**src/rtl/spm_host_loader.sv**
```systemverilog
`timescale 1ns/1ps
// Byte-stream host for the core: loads ISPM/DSPM words with the core held in reset, then runs it and watches tohost.
// Latency: the memory write strobe is the cycle after the 4th byte of a word; RUN status is updated on the terminating cycle.
// Backpressure: in_ready drops for the one-cycle WRITE and for the whole RUN; every other state takes one byte per cycle.
module spm_host_loader #(
    parameter int ADDR_WIDTH = 12,
    parameter int MAX_CYCLES = 10000,
    parameter int CNT_WIDTH  = 32
) (
    input  logic                  clk,
    input  logic                  reset,
    input  logic                  in_valid,
    output logic                  in_ready,
    input  logic [7:0]            in_data,
    output logic                  core_reset,
    output logic [ADDR_WIDTH-1:0] imem_addr,
    output logic                  imem_enable,
    output logic                  imem_write,
    output logic [31:0]           imem_data_in,
    output logic [ADDR_WIDTH-1:0] dmem_addr,
    output logic                  dmem_enable,
    output logic [3:0]            dmem_byte_write,
    output logic [31:0]           dmem_data_in,
    input  logic [31:0]           tohost,
    output logic                  busy,
    output logic                  done,
    output logic                  pass,
    output logic                  timeout,
    output logic [31:0]           fail_code,
    output logic                  bad_cmd
);

    localparam logic [2:0] S_IDLE  = 3'd0;
    localparam logic [2:0] S_ADDR0 = 3'd1;
    localparam logic [2:0] S_ADDR1 = 3'd2;
    localparam logic [2:0] S_CNT0  = 3'd3;
    localparam logic [2:0] S_CNT1  = 3'd4;
    localparam logic [2:0] S_DATA  = 3'd5;
    localparam logic [2:0] S_WRITE = 3'd6;
    localparam logic [2:0] S_RUN   = 3'd7;

    localparam logic [7:0] CMD_LOAD_I = 8'h01;
    localparam logic [7:0] CMD_LOAD_D = 8'h02;
    localparam logic [7:0] CMD_RUN    = 8'h03;

    localparam logic [ADDR_WIDTH-1:0] ADDR_ONE = ADDR_WIDTH'(1);
    localparam logic [CNT_WIDTH-1:0]  CYC_ONE  = CNT_WIDTH'(1);
    localparam logic [CNT_WIDTH-1:0]  CYC_LAST = CNT_WIDTH'(MAX_CYCLES - 1);

    logic [2:0]            state;
    logic                  tgt_imem;    // 1: frame targets ISPM, 0: DSPM
    logic [7:0]            addr_lo;
    logic [ADDR_WIDTH-1:0] addr;
    logic [7:0]            cnt_lo;
    logic [15:0]           cnt;
    logic [1:0]            byte_idx;
    logic [31:0]           word;
    logic [CNT_WIDTH-1:0]  cycle_cnt;
    logic                  accept;
    logic                  is_write;
    logic                  tohost_fail;

    // Handshake and strobes are pure decodes of the registered state, so they are glitch-free and one cycle wide.
    always_comb begin
        in_ready        = (state != S_WRITE) && (state != S_RUN);
        accept          = in_valid && in_ready;
        busy            = (state != S_IDLE);
        is_write        = (state == S_WRITE);
        imem_enable     = is_write && tgt_imem;
        imem_write      = is_write && tgt_imem;
        imem_addr       = imem_enable ? addr : '0;
        imem_data_in    = imem_enable ? word : 32'h0;
        dmem_enable     = is_write && !tgt_imem;
        dmem_byte_write = {4{dmem_enable}};
        dmem_addr       = dmem_enable ? addr : '0;
        dmem_data_in    = dmem_enable ? word : 32'h0;
        // Values with bit 31 or 30 set are host I/O traffic, not an exit code.
        tohost_fail     = (tohost[31:30] == 2'b00) && (tohost[29:1] != 29'h0);
    end

    // Command parser, word assembler, writer and RUN monitor.
    always_ff @(posedge clk) begin
        if (!reset) begin
            state      <= S_IDLE;
            tgt_imem   <= 1'b0;
            addr_lo    <= 8'h0;
            addr       <= '0;
            cnt_lo     <= 8'h0;
            cnt        <= 16'h0;
            byte_idx   <= 2'd0;
            word       <= 32'h0;
            cycle_cnt  <= '0;
            core_reset <= 1'b1;
            done       <= 1'b0;
            pass       <= 1'b0;
            timeout    <= 1'b0;
            fail_code  <= 32'h0;
            bad_cmd    <= 1'b0;
        end else begin
            case (state)
                S_IDLE: if (accept) begin
                    case (in_data)
                        CMD_LOAD_I: begin
                            tgt_imem <= 1'b1;
                            state    <= S_ADDR0;
                        end
                        CMD_LOAD_D: begin
                            tgt_imem <= 1'b0;
                            state    <= S_ADDR0;
                        end
                        CMD_RUN: begin
                            done       <= 1'b0;
                            pass       <= 1'b0;
                            timeout    <= 1'b0;
                            fail_code  <= 32'h0;
                            cycle_cnt  <= '0;
                            core_reset <= 1'b0;
                            state      <= S_RUN;
                        end
                        default: bad_cmd <= 1'b1;
                    endcase
                end
                S_ADDR0: if (accept) begin
                    addr_lo <= in_data;
                    state   <= S_ADDR1;
                end
                S_ADDR1: if (accept) begin
                    // Address bits above the SPM size are dropped.
                    addr  <= ADDR_WIDTH'({in_data, addr_lo});
                    state <= S_CNT0;
                end
                S_CNT0: if (accept) begin
                    cnt_lo <= in_data;
                    state  <= S_CNT1;
                end
                S_CNT1: if (accept) begin
                    cnt      <= {in_data, cnt_lo};
                    byte_idx <= 2'd0;
                    state    <= ({in_data, cnt_lo} == 16'h0) ? S_IDLE : S_DATA;
                end
                S_DATA: if (accept) begin
                    word[{byte_idx, 3'b000} +: 8] <= in_data;
                    byte_idx <= byte_idx + 2'd1;
                    if (byte_idx == 2'd3) state <= S_WRITE;
                end
                S_WRITE: begin
                    addr  <= addr + ADDR_ONE;
                    cnt   <= cnt - 16'd1;
                    state <= (cnt == 16'd1) ? S_IDLE : S_DATA;
                end
                S_RUN: begin
                    if (tohost_fail) begin
                        done       <= 1'b1;
                        fail_code  <= tohost;
                        core_reset <= 1'b1;
                        state      <= S_IDLE;
                    end else if (tohost == 32'h1) begin
                        done       <= 1'b1;
                        pass       <= 1'b1;
                        core_reset <= 1'b1;
                        state      <= S_IDLE;
                    end else if (cycle_cnt == CYC_LAST) begin
                        done       <= 1'b1;
                        timeout    <= 1'b1;
                        core_reset <= 1'b1;
                        state      <= S_IDLE;
                    end else begin
                        cycle_cnt <= cycle_cnt + CYC_ONE;
                    end
                end
                default: state <= S_IDLE;
            endcase
        end
    end

endmodule

```
**config.mk**
```make
export PLATFORM = sky130hd
export DESIGN_NAME = spm_host_loader
export DESIGN_NICKNAME = d
export VERILOG_FILES = /design/src/rtl/spm_host_loader.sv
export SDC_FILE = /design/constraint.sdc
export NUM_CORES = 1
export LEC_CHECK = 0
export ABC_AREA = 0
export CAP_MARGIN = 20
export CORE_UTILIZATION = 50
export DETAILED_ROUTE_END_ITERATION = 16
export PLACE_DENSITY_LB_ADDON = 0.2
export SLEW_MARGIN = 25
export SYNTH_ARGS = -nofsm -noshare
export SYNTH_HDL_FRONTEND = slang
export SYNTH_SLANG_ARGS = --single-unit
```
**constraint.sdc**
```tcl
create_clock -name clk -period 5.9 [get_ports clk]
set_input_delay 1.77 -clock clk [delete_from_list [all_inputs] [get_ports clk]]
set_output_delay 1.77 -clock clk [all_outputs]
set_load 0.02 [all_outputs]
```
# After elaboration in Yosys (flattened, before gate mapping)
# Index checks and enable logic that the tools add are counted.
# word_totals
mem_bits_ro	0
latchBits	0
out_inout_bits	134
wordCells	134
memories	0
reg_bits	151
input_bits	43
ram_bits	0
# classes
n_addsub	5
eq_ne	32
div	0
mul	0
muxes	47
bitwise	1
n_reduce_logical	32
magnitude_cmp	0
shifts	2
# op_table
op	n
2-to-1 mux 32 bit	8
case mux 32 bit (2 select lines)	2
2-to-1 mux 12 bit	3
2-to-1 mux 3 bit	12
adder 32 x 1 -> 32 bit, second input constant	1
bitwise mux 32 bit	1
equality test 32 x 1 -> 1 bit, second input constant	1
equality test 32 x 14 -> 1 bit, second input constant	1
case mux 16 bit (2 select lines)	1
variable shift 8 x 7 -> 32 bit, first input constant	1
variable part select 8 x 7 -> 32 bit	1
nonzero test 29 bit	1
!= test 2 bit, second input constant	13
case mux 12 bit (2 select lines)	1
case mux 3 bit (8 select lines)	1
equality test 16 x 1 -> 1 bit, second input constant	1
equality test 8 x 2 -> 1 bit, second input constant	2
logical NOT 16 bit	1
2-to-1 mux 16 bit	1
subtractor 16 x 1 -> 16 bit, second input constant	1
adder 12 x 1 -> 12 bit, second input constant	1
equality test 3 bit, second input constant	4
AND reduction 6 bit	2
AND reduction 2 bit	5
28 further kinds	53

# Longest topological paths before layout
# depth
depth_word	5
ltp_mapped	8
ltp_nobuf	7

# Worst setup path after synthesis
# No wires, ideal clock.
# synth_timing
kind	input to register
start	input port in_data[6]
end	register cycle_cnt[31]
t_arrival_ns	4.066
required_time_ns	5.829
setup_ns	0.071
cell_stages	7
slack_ns	1.763
n_path_buf	1
path_cell_list	clkbuf_1 > or4_4 > nor4_4 > o22ai_2 > or4_4 > or4_1 > a21oi_1
# synth_via
elab_chain_len	3
# synth_lines
element	line_no	source
start: declaration	14	input logic [7:0] in_data,
equality test 8 x 2 -> 1 bit	102	case (in_data)
!= test 2 x 1 -> 1 bit (no line)	-	
AND reduction 6 bit (no line)	-	
end signal: assignment	168	cycle_cnt <= cycle_cnt + CYC_ONE;
end: declaration	58	logic [CNT_WIDTH-1:0] cycle_cnt;
# Every way passes these cells.
# A chain may end at the register's enable or synchronous reset.

# Final worst setup path
# layout_timing
start	register state[1]
end	output port imem_data_in[18]
# layout_via
elab_chain_len	3
# layout_lines
element	line_no	source
start: declaration	50	logic [2:0] state;
start signal: assignment	139	state <= ({in_data, cnt_lo} == 16'h0) ? S_IDLE : S_DATA;
start signal: assignment	149	state <= (cnt == 16'd1) ? S_IDLE : S_DATA;
equality test 3 bit	68	is_write = (state == S_WRITE);
logical AND 1 bit	69	imem_enable = is_write && tgt_imem;
2-to-1 mux 32 bit	72	imem_data_in = imem_enable ? word : 32'h0;
end: declaration	19	output logic [31:0] imem_data_in,
# Every way passes these cells.

==> impl_metrics.toml <==
[detailed_routing]
antenna_left = 0
avgRoutedWirePerCell_um = 15.8
drtPass1Iterations = 5
avgViaCountPerCell = 5.83
drt-initial-drc-count = 574
route.vias.total = 7497
residual_drc_count = 0
detail_route.wirelength_mm = 20.4

[cts]
post_cts.resized_instances = 0
path_clk_slew_ps = 60
post_cts.repair.setup_buffers = 0
insertion_delay_ps = 420
cts_tree = "built"
clockRootBuffer = "clkbuf_16"
number_of_buffers_between_clock_root_and_the_deepest_sink = 2
tritoncts_num_sinks = 151
postCtsHoldBufs = 0
htree_levels = 4
cts_inserted_buffers = 17

[placed_design]
dpl.hpwl_mm = 13.7
dp_worst_setup_slack_ps = 919
placed_cells = 1257
detailed_place.area_um2 = 9260
io_buffers = 176
routabilityCongestion = 0.862

[timing]
final.setup.tns_ps = 0
period_needed_ps = 4980
layout_setup_ws_ps = 916
final-max-slew-violation-count = 0
timing_hold_violations_final = 0
setup-violations-final = 0
achievable_clock_frequency_ghz = 0.201
maxSlewHeadroom = 0.350
worst_clock_skew_ps = 7.04
max_slew.worst_pin.slew_ps = 970
whs_ps = 455
timing.final.crit_share = 0.845
unrepaired_setup_endpoints_after_global_routing = "false"

[logic_synthesis]
synth_top_flop_cell = "dfxtp_1"
syn_avg_cell_area_um2 = 7.81
synthesis.area_um2 = 7460
synth_seq_area_share = 0.405
netlist-cell-type-count = 57
synth_edf_count = 0
ys.warnings.count = 0
synth_top_area_cell = "dfxtp_1"
post_syn_nets = 1008
synth.ff_latch_count = 151
postSynth.asyncResetShare = 0
synthCells = 955
synth_top_cells_by_area = "dfxtp_1 41%, a21oi_1 6.6%, and3_1 4.9%"
netlist.area_leader.share = 0.405

[cells_and_area]
fillCellCount = 1244
fin_area_um2 = 9830
final_core_utilization = 0.677
flow.area_growth_from_synthesis_pct = 31.9
sequential_cell_area_um2 = 3020
layout-drive-gt1-share = 0.0490
final_cell_count_no_fill = 1286
design.final.nets = 1145
mostFrequentLayoutCell = "clkdlybuf4s50_1"
area_occupied_by_multi_input_gates_um2 = 4070
diodes_inserted = 0
layout.cells.most_common_list = "176 x clkdlybuf4s50_1, 151 x dfxtp_1, 96 x a21oi_1"

[power_and_ir_drop]
p_sw_mw = 0.440
swShare = 0.202
share_comb_of_total_power = 0.039
power.sequential.fraction = 0.470
cell_internal_pwr_mw = 1.74
clockPowerShare = 0.491
vdd.ir_drop.worst_uv = 157
post-layout-total-power_mw = 2.18
power_leakage_nw = 3.51
p_per_area_nw_per_um2 = 222

[worst_setup_path]
worst_setup_start_kind = "flip-flop"
worstSetupEndpointType = "output pin"
setup.worst_path.class = "reg -> out"
critical_path_required_ps = 4130
critical_path_arrival_ps = 3210
path_max_fanout = 37

[global_route]
gr-usage-all-layers = 0.266
grt_remaining_overflow = 0
grt_max_degree = 111
grt_first_pass_wirelength_mm = 32.2
grt_pass1_vias = 6579
initial_antenna_violation_count = 0

[floorplan]
initial_utilization = 0.513
die_width_um = 124
die_area_um2 = 15400
ioPinCount = 177
placement_row_count = 44
dieHeight_um = 124
placeable_core_region_um2 = 14500

[status]
run_status = "finished clean"

[run]
cap_violations = 0

[worst_hold_path]
worstHoldPathType = "reg -> reg"
[cells by family after synthesis]
logic type,Yosys count,synth area share
muxes,11,0.0148
and+or+nand+nor,464,0.324
AOI/OAI and AO/OA,218,0.178
buffers and inverters,92,0.0508
xor gates and xnor gates,9,0.0106
adders and majority gates,10,0.0168
DFF,151,0.405
[critical path, stage by stage, from the launching register on]
cell,delay (ps)
dfxtp_1,690
and3b_1,820
buf_4,460
and3_1,210
clkdlybuf4s50_1,610
[layout make-up]
class | instances | share of cell area
Clock buffer | 25 | 0.0483
Clock inverter | 4 | 0.00967
Inverter | 20 | 0.00763
Multi-Input combinational cell | 712 | 0.413
Sequential cell | 151 | 0.307
Tap cell | 184 | 0.0234
Timing Repair Buffer | 190 | 0.190
[synth_stat cells (2+ instances only)]
cell type / instances
and3b_1: 2
and3_1: 58
o211ai_1: 3
nor4_1: 18
a22oi_1: 35
clkbuf_1: 65
and2_1: 49
a21o_1: 3
and4_1: 5
o31ai_1: 4
or4_1: 10
nand3b_1: 3
nand2_1: 90
a21oi_1: 98
nand3_1: 64
xnor2_1: 3
o21ai_0: 33
a311oi_1: 2
mux2i_1: 11
or2_2: 4
nand2b_1: 6
buf_6: 2
nor3b_1: 4
ha_1: 10
o22ai_1: 4
nor2_1: 92
dfxtp_1: 151
xor2_1: 6
or3_1: 15
a211oi_1: 10
buf_4: 5
nand4_1: 15
o21a_1: 2
or4_4: 2
a222oi_1: 2
nor3_1: 22
inv_1: 20
a31oi_1: 8
[registers in the layout, summed over array words and instances, names as in the netlist]
signal,count
cycle_cnt,32
fail_code,32
word,32
cnt,16
addr,12
addr_lo,8
cnt_lo,8
state,3
byte_idx,2
bad_cmd,1
core_reset,1
done,1
pass,1
tgt_imem,1
timeout,1
[power by group through the flow]
stage,registers (mW),clock network (mW),logic [mW]
final,1.02,1.07,0.0854
after global routing,1.02,1.13,0.0910
after CTS,1.02,1.08,0.0850
after detailed placement,1.05,0,0.0843
after global placement,1.05,0,0.0836
after floorplan,1.05,0,0.0354
[final timing paths]
check,from,endpoint,slack (ps),cells after the start
worst max-delay path,state[1],imem_data_in[18],920,4
worst min-delay path,word[23],word[23],460,2
worst max register to register,state[1],cnt[14],2750,7
worst min register to register,word[23],word[23],460,2
[per-layer routing]
metal  track usage  part of all wire  up-vias
li1              -                 -     3716
met2         0.433              0.46      302
met5             0                 0        -
met3        0.0664             0.075       21
met1         0.342              0.45     3458
met4        0.0908             0.011        0
Power figures use the tool's default switching activity.
